File: src/rtl/dma_periph_req.sv
// Peripheral-side DMA request block: a small first-word-fall-through FIFO that the
// device fills. It raises DREQ to an 8237-style controller and drains on IOR_N rising edges under DACK.
module dma_periph_req #(
    parameter int DEPTH           = 8,
    parameter int THRESHOLD       = 1,
    parameter int DEMAND          = 0,
    parameter int DREQ_ACTIVE_LOW = 0,
    parameter int DACK_ACTIVE_LOW = 1
) (
    input  logic       CLK,
    input  logic       RESET,
    input  logic       WR_EN,
    input  logic [7:0] WR_DATA,
    output logic       FULL,
    output logic [4:0] LEVEL,
    output logic       DREQ,
    input  logic       DACK,
    input  logic       IOR_N,
    input  logic       EOP_N,
    output logic [7:0] DB_OUT,
    output logic       DB_OE,
    output logic       TC_SEEN,
    input  logic       CLR_TC,
    output logic       OVF,
    output logic       UDF
);

    localparam int         AW       = (DEPTH > 1) ? $clog2(DEPTH) : 1;
    localparam logic [4:0] DEPTH_L  = 5'(DEPTH);
    localparam logic [4:0] THR_L    = 5'(THRESHOLD);
    localparam logic       DREQ_POL = (DREQ_ACTIVE_LOW != 0);
    localparam logic       DACK_POL = (DACK_ACTIVE_LOW != 0);
    localparam logic       DEMAND_L = (DEMAND != 0);

    typedef enum logic [1:0] {IDLE, REQ, XFER, RECOVER} stateT;

    stateT          state, stateNxt;
    logic [7:0]     mem [DEPTH];
    logic [AW-1:0]  wrPtr, rdPtr;
    logic [4:0]     count;
    logic           live;
    logic           iorPrev, dackPrev;
    logic           tcSeen, ovf, udf, xferDone;
    logic           dackAct, iorRise, pop, push, full, eopHit, reqInt;

    assign dackAct = DACK ^ DACK_POL;
    assign full    = (count == DEPTH_L);
    // live gates the first edge after reset release so no push/pop can slip through
    assign iorRise = live & IOR_N & ~iorPrev & dackAct & dackPrev;
    assign pop     = iorRise & (count != 5'd0);
    // a pop in the same cycle frees a slot, so a push while full still lands
    assign push    = live & WR_EN & (~full | pop);
    assign eopHit  = ~EOP_N & ((state == REQ) | (state == XFER));

    always_ff @(posedge CLK) begin
        if (push) mem[wrPtr] <= WR_DATA;
    end

    always_ff @(posedge CLK or negedge RESET) begin
        if (!RESET) begin
            wrPtr <= '0;
            rdPtr <= '0;
            count <= 5'd0;
        end else begin
            if (push) wrPtr <= wrPtr + 1'b1;
            if (pop)  rdPtr <= rdPtr + 1'b1;
            case ({push, pop})
                2'b10:   count <= count + 5'd1;
                2'b01:   count <= count - 5'd1;
                default: count <= count;
            endcase
        end
    end

    always_ff @(posedge CLK or negedge RESET) begin
        if (!RESET) begin
            live     <= 1'b0;
            iorPrev  <= 1'b1;
            dackPrev <= 1'b0;
            tcSeen   <= 1'b0;
            ovf      <= 1'b0;
            udf      <= 1'b0;
            xferDone <= 1'b0;
            state    <= IDLE;
        end else begin
            live     <= 1'b1;
            iorPrev  <= IOR_N;
            dackPrev <= dackAct;
            ovf      <= live & WR_EN & full & ~pop;
            udf      <= iorRise & (count == 5'd0);
            if (eopHit)      tcSeen <= 1'b1;
            else if (CLR_TC) tcSeen <= 1'b0;
            if (state != XFER) xferDone <= 1'b0;
            else if (pop)      xferDone <= 1'b1;
            state    <= stateNxt;
        end
    end

    always_comb begin
        stateNxt = state;
        reqInt   = 1'b0;
        case (state)
            IDLE: begin
                if ((count >= THR_L) && !tcSeen) stateNxt = REQ;
            end
            REQ: begin
                reqInt = ~tcSeen;
                // an EOP with no ack pending would otherwise strand us in REQ
                if (dackAct)     stateNxt = XFER;
                else if (eopHit) stateNxt = RECOVER;
            end
            XFER: begin
                reqInt = ~tcSeen & (DEMAND_L ? (count != 5'd0) : ~xferDone);
                if (!dackAct) stateNxt = RECOVER;
            end
            default: stateNxt = IDLE;
        endcase
    end

    assign FULL    = full;
    assign LEVEL   = count;
    assign DREQ    = reqInt ^ DREQ_POL;
    assign DB_OUT  = (count != 5'd0) ? mem[rdPtr] : 8'h00;
    assign DB_OE   = RESET & dackAct & ~IOR_N;
    assign TC_SEEN = tcSeen;
    assign OVF     = ovf;
    assign UDF     = udf;

endmodule
File: config.mk
export PLATFORM = sky130hd
export DESIGN_NAME = dma_periph_req
export DESIGN_NICKNAME = d
export VERILOG_FILES = /design/src/rtl/dma_periph_req.sv
export SDC_FILE = /design/constraint.sdc
export NUM_CORES = 1
export LEC_CHECK = 0
export BUFFER_PORTS_ARGS = -buffer_cell sky130_fd_sc_hd__buf_2
export CAP_MARGIN = 20
export CORE_ASPECT_RATIO = 0.75
export CORE_MARGIN = 10
export CORE_UTILIZATION = 53
export DETAILED_ROUTE_END_ITERATION = 6
export PLACE_DENSITY = 0.78
export SLEW_MARGIN = 30
export SYNTH_ARGS = -nofsm -noshare
export SYNTH_HDL_FRONTEND = slang
export SYNTH_SLANG_ARGS = --single-unit
File: constraint.sdc
create_clock -name CLK -period 2.2 [get_ports CLK]
set_input_delay 0.33 -clock CLK [delete_from_list [all_inputs] [get_ports CLK]]
set_output_delay 0.33 -clock CLK [all_outputs]
set_load 0.005 [all_outputs]
# Yosys cells after proc, flatten, opt, wreduce, memory -nomap -nowiden
# Memory sizes are Yosys's and may differ from the RTL's.
# Cells that the tools add are included.
# Widths: inputs -> output; s select.
[word_totals]
reg_bits = 20
n_memories = 1
out_inout_bits = 19
inputBits = 15
word_cells = 73
ram_bits = 64
[mem_list]
columns = ["name", "depth", "width", "read_ports", "rd_ports_with_merged_regs", "wr", "line_no", "rtl"]
rows = [
  ["mem", 8, 8, 1, 0, 1, "38", "logic [7:0] mem [DEPTH];"],
]
[op_classes]
bitwise = 24
magnitude_cmp = 1
n_reduce_logical = 9
n_mux = 14
n_eq_ne = 9
addsub = 4
[op_table]
columns = ["operator", "n"]
rows = [
  ["$and 1x1->1", 14],
  ["$pmux 5 s2", 1],
  ["$mux 2", 4],
  ["$mux 8", 1],
  ["$not 1->1", 8],
  ["$add 3x1->3 const B", 2],
  ["$mux 1", 6],
  ["$ne 2x2->1 const B", 3],
  ["$pmux 2 s3", 1],
  ["$reduce_bool 2->1", 3],
  ["$add 5x1->5 const B", 1],
  ["$eq 5x4->1 const B", 1],
  ["$ge 5x1->1 const B", 1],
  ["$logic_not 5->1", 1],
  ["$reduce_bool 5->1", 1],
  ["$sub 5x1->5 const B", 1],
  ["$eq 2x1->1 const B", 2],
  ["$eq 2x2->1 const B", 2],
  ["$ne 3x3->1 const B", 1],
  ["$reduce_and 3->1", 1],
  ["$logic_not 2->1", 1],
  ["$or 1x1->1", 2],
  ["$pmux 1 s2", 1],
  ["$logic_and 1x1->1", 1],
  ["$logic_not 1->1", 1],
]

# Longest topological paths before layout
# Gate-level depths: netlist of run 1.
[logic_depth]
ltp_word = 9
mapped_depth = 7

# Worst setup path before layout of run 1
# OpenSTA, ideal clock, no wires.
[synth_timing]
kind = "register to register"
startpoint = "register count[0] (netlist: LEVEL[0])"
endpoint = "memory mem[0][0] (enable)"
slack_ns = -0.135
arrival_ns = 1.951
stages_incl_launch_ff = 7
cell_sequence = "dfrtp_1 inv_1 ha_1 and4bb_2 a21oi_4 nand2b_1 nor3_1"
[synth_via]
elab_chain_len = 6
word_cells_on_any_way = 8
classes_between = "1 x eq/ne; 2 x mux; 4 x bitwise; 1 x reduce/logical"
[synth_lines]
columns = ["item", "line_no", "rtl"]
rows = [
  ["start: declaration", "40", "logic [4:0] count;"],
  ["start signal: assignment", "68", "2'b10: count <= count + 5'd1;"],
  ["start signal: assignment", "69", "2'b01: count <= count - 5'd1;"],
  ["start signal: assignment", "70", "default: count <= count;"],
  ["$eq 5x4->1", "47", "assign full = (count == DEPTH_L);"],
  ["named net FULL", "14", "output logic FULL,"],
  ["$not 1->1", "52", "assign push = live & WR_EN & (~full | pop);"],
  ["$or 1x1->1", "52", ""],
  ["$and 1x1->1", "52", ""],
  ["$mux 1", "56", "if (push) mem[wrPtr] <= WR_DATA;"],
  ["$mux 1 (not written as such)", "56", ""],
  ["end: declaration", "38", ""],
]
# The timed path passes the listed nets, and every way through them passes these cells.

# Worst setup path in the final report of run 1
[layout_timing]
startpoint = "register rdPtr[0]"
endpoint = "output DB_OUT[6]"
[layout_via]
elab_chain_len = 2
[layout_lines]
columns = ["item", "line_no", "rtl"]
rows = [
  ["start: declaration", "39", "logic [AW-1:0] wrPtr, rdPtr;"],
  ["start signal: assignment", "66", "if (pop) rdPtr <= rdPtr + 1'b1;"],
  ["$mem_v2 8x8", "n/a", ""],
  ["$mux 8", "123", "assign DB_OUT = (count != 5'd0) ? mem[rdPtr] : 8'h00;"],
  ["end: declaration", "20", "output logic [7:0] DB_OUT,"],
]
# Every way passes these cells.

==> results of run 1 <==
-- where the power goes --
| part | switching [mW] | total (mW) | internal, mW |
|---|---|---|---|
| registers | 0.234 | 2.17 | 1.94 |
| clock network | 0.496 | 0.897 | 0.402 |
| logic | 0.736 | 1.61 | 0.873 |
| total | 1.47 | 4.68 | 3.21 |
-- per-layer routing --
metal | up-vias | global-route usage, % | routed length, um
met5 | - | 0 | 0
met4 | 0 | 5.05 | 86
met3 | 9 | 3.81 | 268
met2 | 34 | 21.1 | 3180
met1 | 1001 | 16.2 | 2880
li1 | 923 | - | -
-- final timing paths --
kind | from | depth (start not counted) | slack [ns] | to
setup / recovery | rdPtr[0]$_DFFE_PN0P_ | 5 | 0.08 | DB_OUT[6]
min in group asynchronous | RESET | 3 | 0.54 | TC_SEEN$_DFFE_PN0P_
hold reg to reg | rdPtr[1]$_DFFE_PN0P_ | 2 | 0.50 | rdPtr[1]$_DFFE_PN0P_
max in group asynchronous | RESET | 3 | 1.39 | iorPrev$_DFF_PN1_
hold / removal | IOR_N | 1 | 0.13 | iorPrev$_DFF_PN1_
setup reg to reg | LEVEL[1]$_DFFE_PN0P_ | 8 | 0.15 | LEVEL[1]$_DFFE_PN0P_
-- flip-flops by register name, summed over array words and instances, names as in the netlist --
| signal | cells |
|---|---|
| LEVEL | 5 |
| xferDone | 1 |
| rdPtr | 3 |
| state | 2 |
| OVF | 1 |
| UDF | 1 |
| live | 1 |
| dackPrev | 1 |
| TC_SEEN | 1 |
| wrPtr | 3 |
| mem | 64 |
| iorPrev | 1 |
-- cell families (layout without fill, tap and decap cells) --
family                   after synthesis  in the layout  synth area share (%)
AO/OA/AOI/OAI                         15             15                  3.52
XOR/XNOR                               8              8                  1.93
adder cells (fa/ha/maj)               10             10                  3.45
buffers and inverters                 17             77                  2.11
flip-flops                            84             84                  66.9
multiplexers                          27             27                  13.1
other                                  1              1                 0.103
AND/OR/NAND/NOR                       53             53                  8.91
-- layout make-up --
type | count | area, sq um | area share [%]
Sequential cell | 84 | 2420 | 57.9
Tap cell | 84 | 105 | 2.51
Timing Repair Buffer | 53 | 329 | 7.86
Clock inverter | 4 | 27.5 | 0.657
Inverter | 9 | 33.8 | 0.807
Multi-Input combinational cell | 114 | 1140 | 27.2
Clock buffer | 11 | 131 | 3.14
-- cell usage after synthesis (2+ instances only) --
library cell | instances | share of area, %
dfrtp_1 | 19 | 13
edfxtp_1 | 64 | 53
xnor2_1 | 7 | 1.7
and4bb_2 | 2 | 0.69
inv_1 | 8 | 0.83
mux4_2 | 16 | 9.9
and4_1 | 2 | 0.48
nor3b_1 | 2 | 0.41
a21oi_1 | 3 | 0.41
mux2i_1 | 8 | 2.2
nand2b_1 | 3 | 0.52
nand3_1 | 2 | 0.28
buf_4 | 2 | 0.41
nand2_1 | 11 | 1.1
buf_2 | 3 | 0.41
nor3_1 | 6 | 0.83
a21o_1 | 2 | 0.41
and3_1 | 2 | 0.35
mux2_2 | 3 | 0.93
nor2_1 | 18 | 1.9
ha_1 | 10 | 3.5
-- repair_timing --
item	in CTS	in global routing
endpoints found under the hold margin	19	0
hold buffers	1	0
gates resized for setup	0	5
buffers inserted	1	1
endpoints found under the setup margin	4	8
-- worst max-delay path, stage by stage (launching register included) --
cell and delay, ns:
dfrtp_1 0.39, buf_6 0.18, mux4_2 0.52, mux2i_2 0.17, nor2_1 0.05, buf_2 0.12
-- through the flow --
stage	hold WS [ns]	power, mW	area [sq um]	worst slack, ns	utilization, %
4_1_cts	0.108	4.70	4170	0.0364	61.9
3_3_place_gp	0.349	3.76	3990	0.365	59.2
5_1_grt	0.109	4.98	4190	-0.0314	62.2
6_report	0.128	4.68	4190	0.0806	62.2
2_1_floorplan	0.0344	3.27	3630	0.0785	-
3_5_place_dp	0.344	3.80	3990	0.274	59.2
==> impl_metrics.env, run 1 <==
export IMPL_arrival_ns=1.79
export IMPL_dieWidth_um=115
export IMPL_fin_cells=359
export IMPL_vias=1967
export IMPL_ant_nets=0
export IMPL_syn_mean_instance_area_sq_um=16.9
export IMPL_first_pass_iters=4
export IMPL_hp_class="in -> reg"
export IMPL_pwr_density_cell_nw_per_um2=1120
export IMPL_end_kind="primary output"
export IMPL_critPathLaunchType="flop"
export IMPL_finalSetupViolations=0
export IMPL_synth_cell_type_count=43
export IMPL_status="complete, no violations"
export IMPL_p_leak_nw=1.56
export IMPL_num_fill_cells=465
export IMPL_coreArea_sq_um=6730
export IMPL_initial_core_util_pct=53.8
export IMPL_synth_edff_count=64
export IMPL_rows=26
export IMPL_synthFlopType="edfxtp_1"
export IMPL_finClkSkew_ns=0.00896
export IMPL_syn_nets=240
export IMPL_layout_commonest_cell="edfxtp_1"
export IMPL_cap_violations=0
export IMPL_numCtsBuffers=9
export IMPL_grt_ovfl_total=0
export IMPL_cts_sinks=84
export IMPL_fp_dieH_um=91.6
export IMPL_drt_iter0_drc=86
export IMPL_grt_pass1_vias=2016
export IMPL_grt_first_pass_wirelength_um=10600
export IMPL_clkTransAtPathRegs_ns=0.08
export IMPL_area_growth_pct=15.6
export IMPL_cts_max_path_buffers=2
export IMPL_drive_above_1_share_pct=36.0
export IMPL_detail_route_wl_per_cell_um=17.9
export IMPL_routed_wl_um=6420
export IMPL_nNetsFinal=296
export IMPL_antenna_cells=0
export IMPL_placed_cells=341
export IMPL_async_reset_ff_share_pct=23.8
export IMPL_drcViolationCount=0
export IMPL_yosysWarnings=0
export IMPL_place_congestion=0.792
export IMPL_ys_seq_area_share_pct=66.9
export IMPL_tns_ns=0
export IMPL_cts_root_buf="clkbuf_8"
export IMPL_finalHoldViolations=0
export IMPL_grt_max_degree=21
export IMPL_cts_tree="built"
export IMPL_via_per_inst=5.48
export IMPL_die_area_sq_um=10600
export IMPL_grt_setup_unrepaired="true"
export IMPL_fin_crit_ns=2.12
export IMPL_ys_ff_latch=84
export IMPL_slew_violations=0
export IMPL_fin_crit_sh_pct=96.3
export IMPL_htreeDepth=3
export IMPL_dp_hpwl_um=4770
export IMPL_relSlewSlack_pct=62.6
export IMPL_postSynthCellCount=215
export IMPL_worstPathRequired_ns=1.87
export IMPL_syn_cell_area_sq_um=3620
export IMPL_path_class="reg -> out"
export IMPL_worst_slew_pin_slew_ns=0.561
export IMPL_layout_common_cells="64 x edfxtp_1, 33 x buf_2, 19 x dfrtp_1, 18 x nor2_1"
export IMPL_peakVddDrop_uv=376
export IMPL_grt_util_all_layers_pct=13.1
export IMPL_max_freq_mhz=472
export IMPL_critPathMaxFanout=9
export IMPL_pin_count=34
export IMPL_insertion_delay_ns=0.34
export IMPL_antenna_found_initial=0
export IMPL_portBuffers=33
Note: power is estimated with default switching activity, not from simulation.
==> run 2, diff against run 1 <==
- clock period: 2.2 -> 1.8 ns (I/O delays scaled with it)
==> run 2 against run 1 <==
The flow now finishes with violations (setup timing). Global-route usage rose by 1.8 points. Cell count up 3.9%. Power rose by 38%. Utilization is 5.2 points higher. Final area up 8.3%. Critical path type unchanged. Largest power group unchanged.
==> impl_metrics.env, run 2 (synthesized netlist as in run 1, its figures left out) <==
export IMPL_violations="setup timing"
export IMPL_placed_cells=345
export IMPL_nNetsFinal=309
export IMPL_critPathMaxFanout=9
export IMPL_path_class="reg -> out"
export IMPL_layout_common_cells="64 x edfxtp_1, 33 x buf_2, 21 x buf_4, 17 x dfrtp_1, 16 x mux4_2"
export IMPL_drive_above_1_share_pct=45.0
export IMPL_portBuffers=33
export IMPL_reg2reg_slack_ns=-0.03
export IMPL_cp_slowest_cell="mux4_2"
export IMPL_cts_sinks=84
export IMPL_cts_max_path_buffers=2
export IMPL_pwr_density_cell_nw_per_um2=1430
export IMPL_rows=26
export IMPL_drcViolationCount=0
export IMPL_timing_hold_ws_ns=0.0663
export IMPL_slew_violations=0
export IMPL_htreeDepth=3
export IMPL_p_leak_nw=1.68
export IMPL_end_kind="primary output"
export IMPL_layout_commonest_cell="edfxtp_1"
export IMPL_arrival_ns=1.80
export IMPL_switching_share_pct=33.1
export IMPL_ant_nets=0
export IMPL_coreArea_sq_um=6730
export IMPL_fin_cells=373
export IMPL_cts_root_buf="clkbuf_8"
export IMPL_antenna_found_initial=0
export IMPL_dp_hpwl_um=5030
export IMPL_relSlewSlack_pct=59.7
export IMPL_numCtsBuffers=9
export IMPL_detail_route_wl_per_cell_um=21.2
export IMPL_fp_dieH_um=91.6
export IMPL_status="finished with violations"
export IMPL_grt_pass1_vias=2125
export IMPL_drt_iter0_drc=193
export IMPL_routed_wl_um=7890
export IMPL_worst_slew_pin_slew_ns=0.605
export IMPL_setup_slack_ns=-0.267
export IMPL_via_per_inst=5.78
export IMPL_path_cells="buf_12, mux4_2, mux2i_1, nor2_1, buf_2"
export IMPL_grt_first_pass_wirelength_um=11800
export IMPL_max_flop_register="mem"
export IMPL_vias=2157
export IMPL_p_switching_mw=2.14
export IMPL_hp_class="in -> reg"
export IMPL_finalHoldViolations=0
export IMPL_area_growth_pct=25.2
export IMPL_finalSetupViolations=49
export IMPL_die_area_sq_um=10600
export IMPL_fin_crit_sh_pct=115
export IMPL_finClkSkew_ns=0.0150
export IMPL_grt_max_degree=21
export IMPL_worstPathRequired_ns=1.53
export IMPL_tns_ns=-2.58
export IMPL_final_area_sq_um=4540
export IMPL_fin_crit_ns=2.07
export IMPL_place_congestion=0.822
export IMPL_p_comb_share_pct=41.2
export IMPL_largest_register_ffs=64
export IMPL_critPathLaunchType="flop"
export IMPL_cap_violations=0
export IMPL_max_freq_mhz=484
export IMPL_slowest_delay_ns=0.52
export IMPL_antenna_cells=0
export IMPL_p_clk_share_pct=17.5
export IMPL_insertion_delay_ns=0.35
export IMPL_cts_tree="built"
export IMPL_first_pass_iters=4
export IMPL_pin_count=34
export IMPL_seqPwrFrac_pct=41.3
export IMPL_dpl_cell_area_sq_um=4180
export IMPL_grt_ovfl_total=0
export IMPL_peakVddDrop_uv=629
export IMPL_dieWidth_um=115
export IMPL_clkTransAtPathRegs_ns=0.08
export IMPL_p_int_mw=4.32
export IMPL_grt_setup_unrepaired="true"
export IMPL_initial_core_util_pct=53.8
export IMPL_num_fill_cells=416
export IMPL_p_total_mw=6.46
export IMPL_grt_util_all_layers_pct=14.8
[run 2: cell types whose count changed in the layout (fill, tap and decap cells not counted), sizes merged]
cell      previous run  this run
buf                 52        64
clkbuf              11        13
clkinv               1         3
clkinvlp             3         1
[run 2: final cells by class]
cell class	count	area (sq um)	area share [%]
clock buffers	12	135	2.98
clock inverters	4	26.3	0.579
inverters	9	33.8	0.745
multi-input cells	114	1270	28.0
flip-flops and latches	84	2430	53.5
well taps	84	105	2.32
repair buffers	66	541	11.9
[run 2: final timing paths]
kind | end | cells after the start | from
worst max-delay path | DB_OUT[2] | 5 | rdPtr[0]$_DFFE_PN0P_
worst min-delay path | iorPrev$_DFF_PN1_ | 1 | IOR_N
worst max register to register | mem[1][0]$_DFFE_PP_ | 7 | LEVEL[1]$_DFFE_PN0P_
worst min register to register | xferDone$_DFFE_PN0P_ | 2 | xferDone$_DFFE_PN0P_
max in group asynchronous | iorPrev$_DFF_PN1_ | 3 | RESET
min in group asynchronous | LEVEL[1]$_DFFE_PN0P_ | 3 | RESET
[run 2: per-layer routing]
layer / share of wire [%] / track usage, %
met5: 0 / 0
met4: 1.3 / 4.53
met3: 5.1 / 4.08
met2: 50 / 22.8
met1: 44 / 20.0
[run 2: repair_timing]
item	4_1_cts	5_1_grt
gates resized for setup	0	13
hold endpoints to repair	19	0
pin swaps	5	5
buffers inserted	3	7
setup endpoints to repair	51	66
cloned	0	1
hold buffers	1	0
[run 2: metrics by stage]
stage | worst slack (ns) | util, %
after floorplan | -0.208 | -
after global placement | 0.0215 | 62.1
after detailed placement | -0.0426 | 62.1
after CTS | -0.287 | 65.3
after global routing | -0.364 | 67.4
final | -0.267 | 67.4
[run 2: power groups by stage]
stage	Sequential (mW)	Combinational [mW]	Clock [mW]
floorplan	2.64	1.48	0
global placement	2.66	2.24	0
detailed placement	2.68	2.31	0
CTS	2.64	2.35	1.14
global route	2.69	2.88	1.24
finish	2.67	2.66	1.13
[run 2: critical path: cells and delay by family, from the launching register on]
kind / cells / cell delay (ns)
DFF: 1 / 0.43
buffers and inverters: 2 / 0.30
muxes: 2 / 0.66
and+or+nand+nor: 1 / 0.06
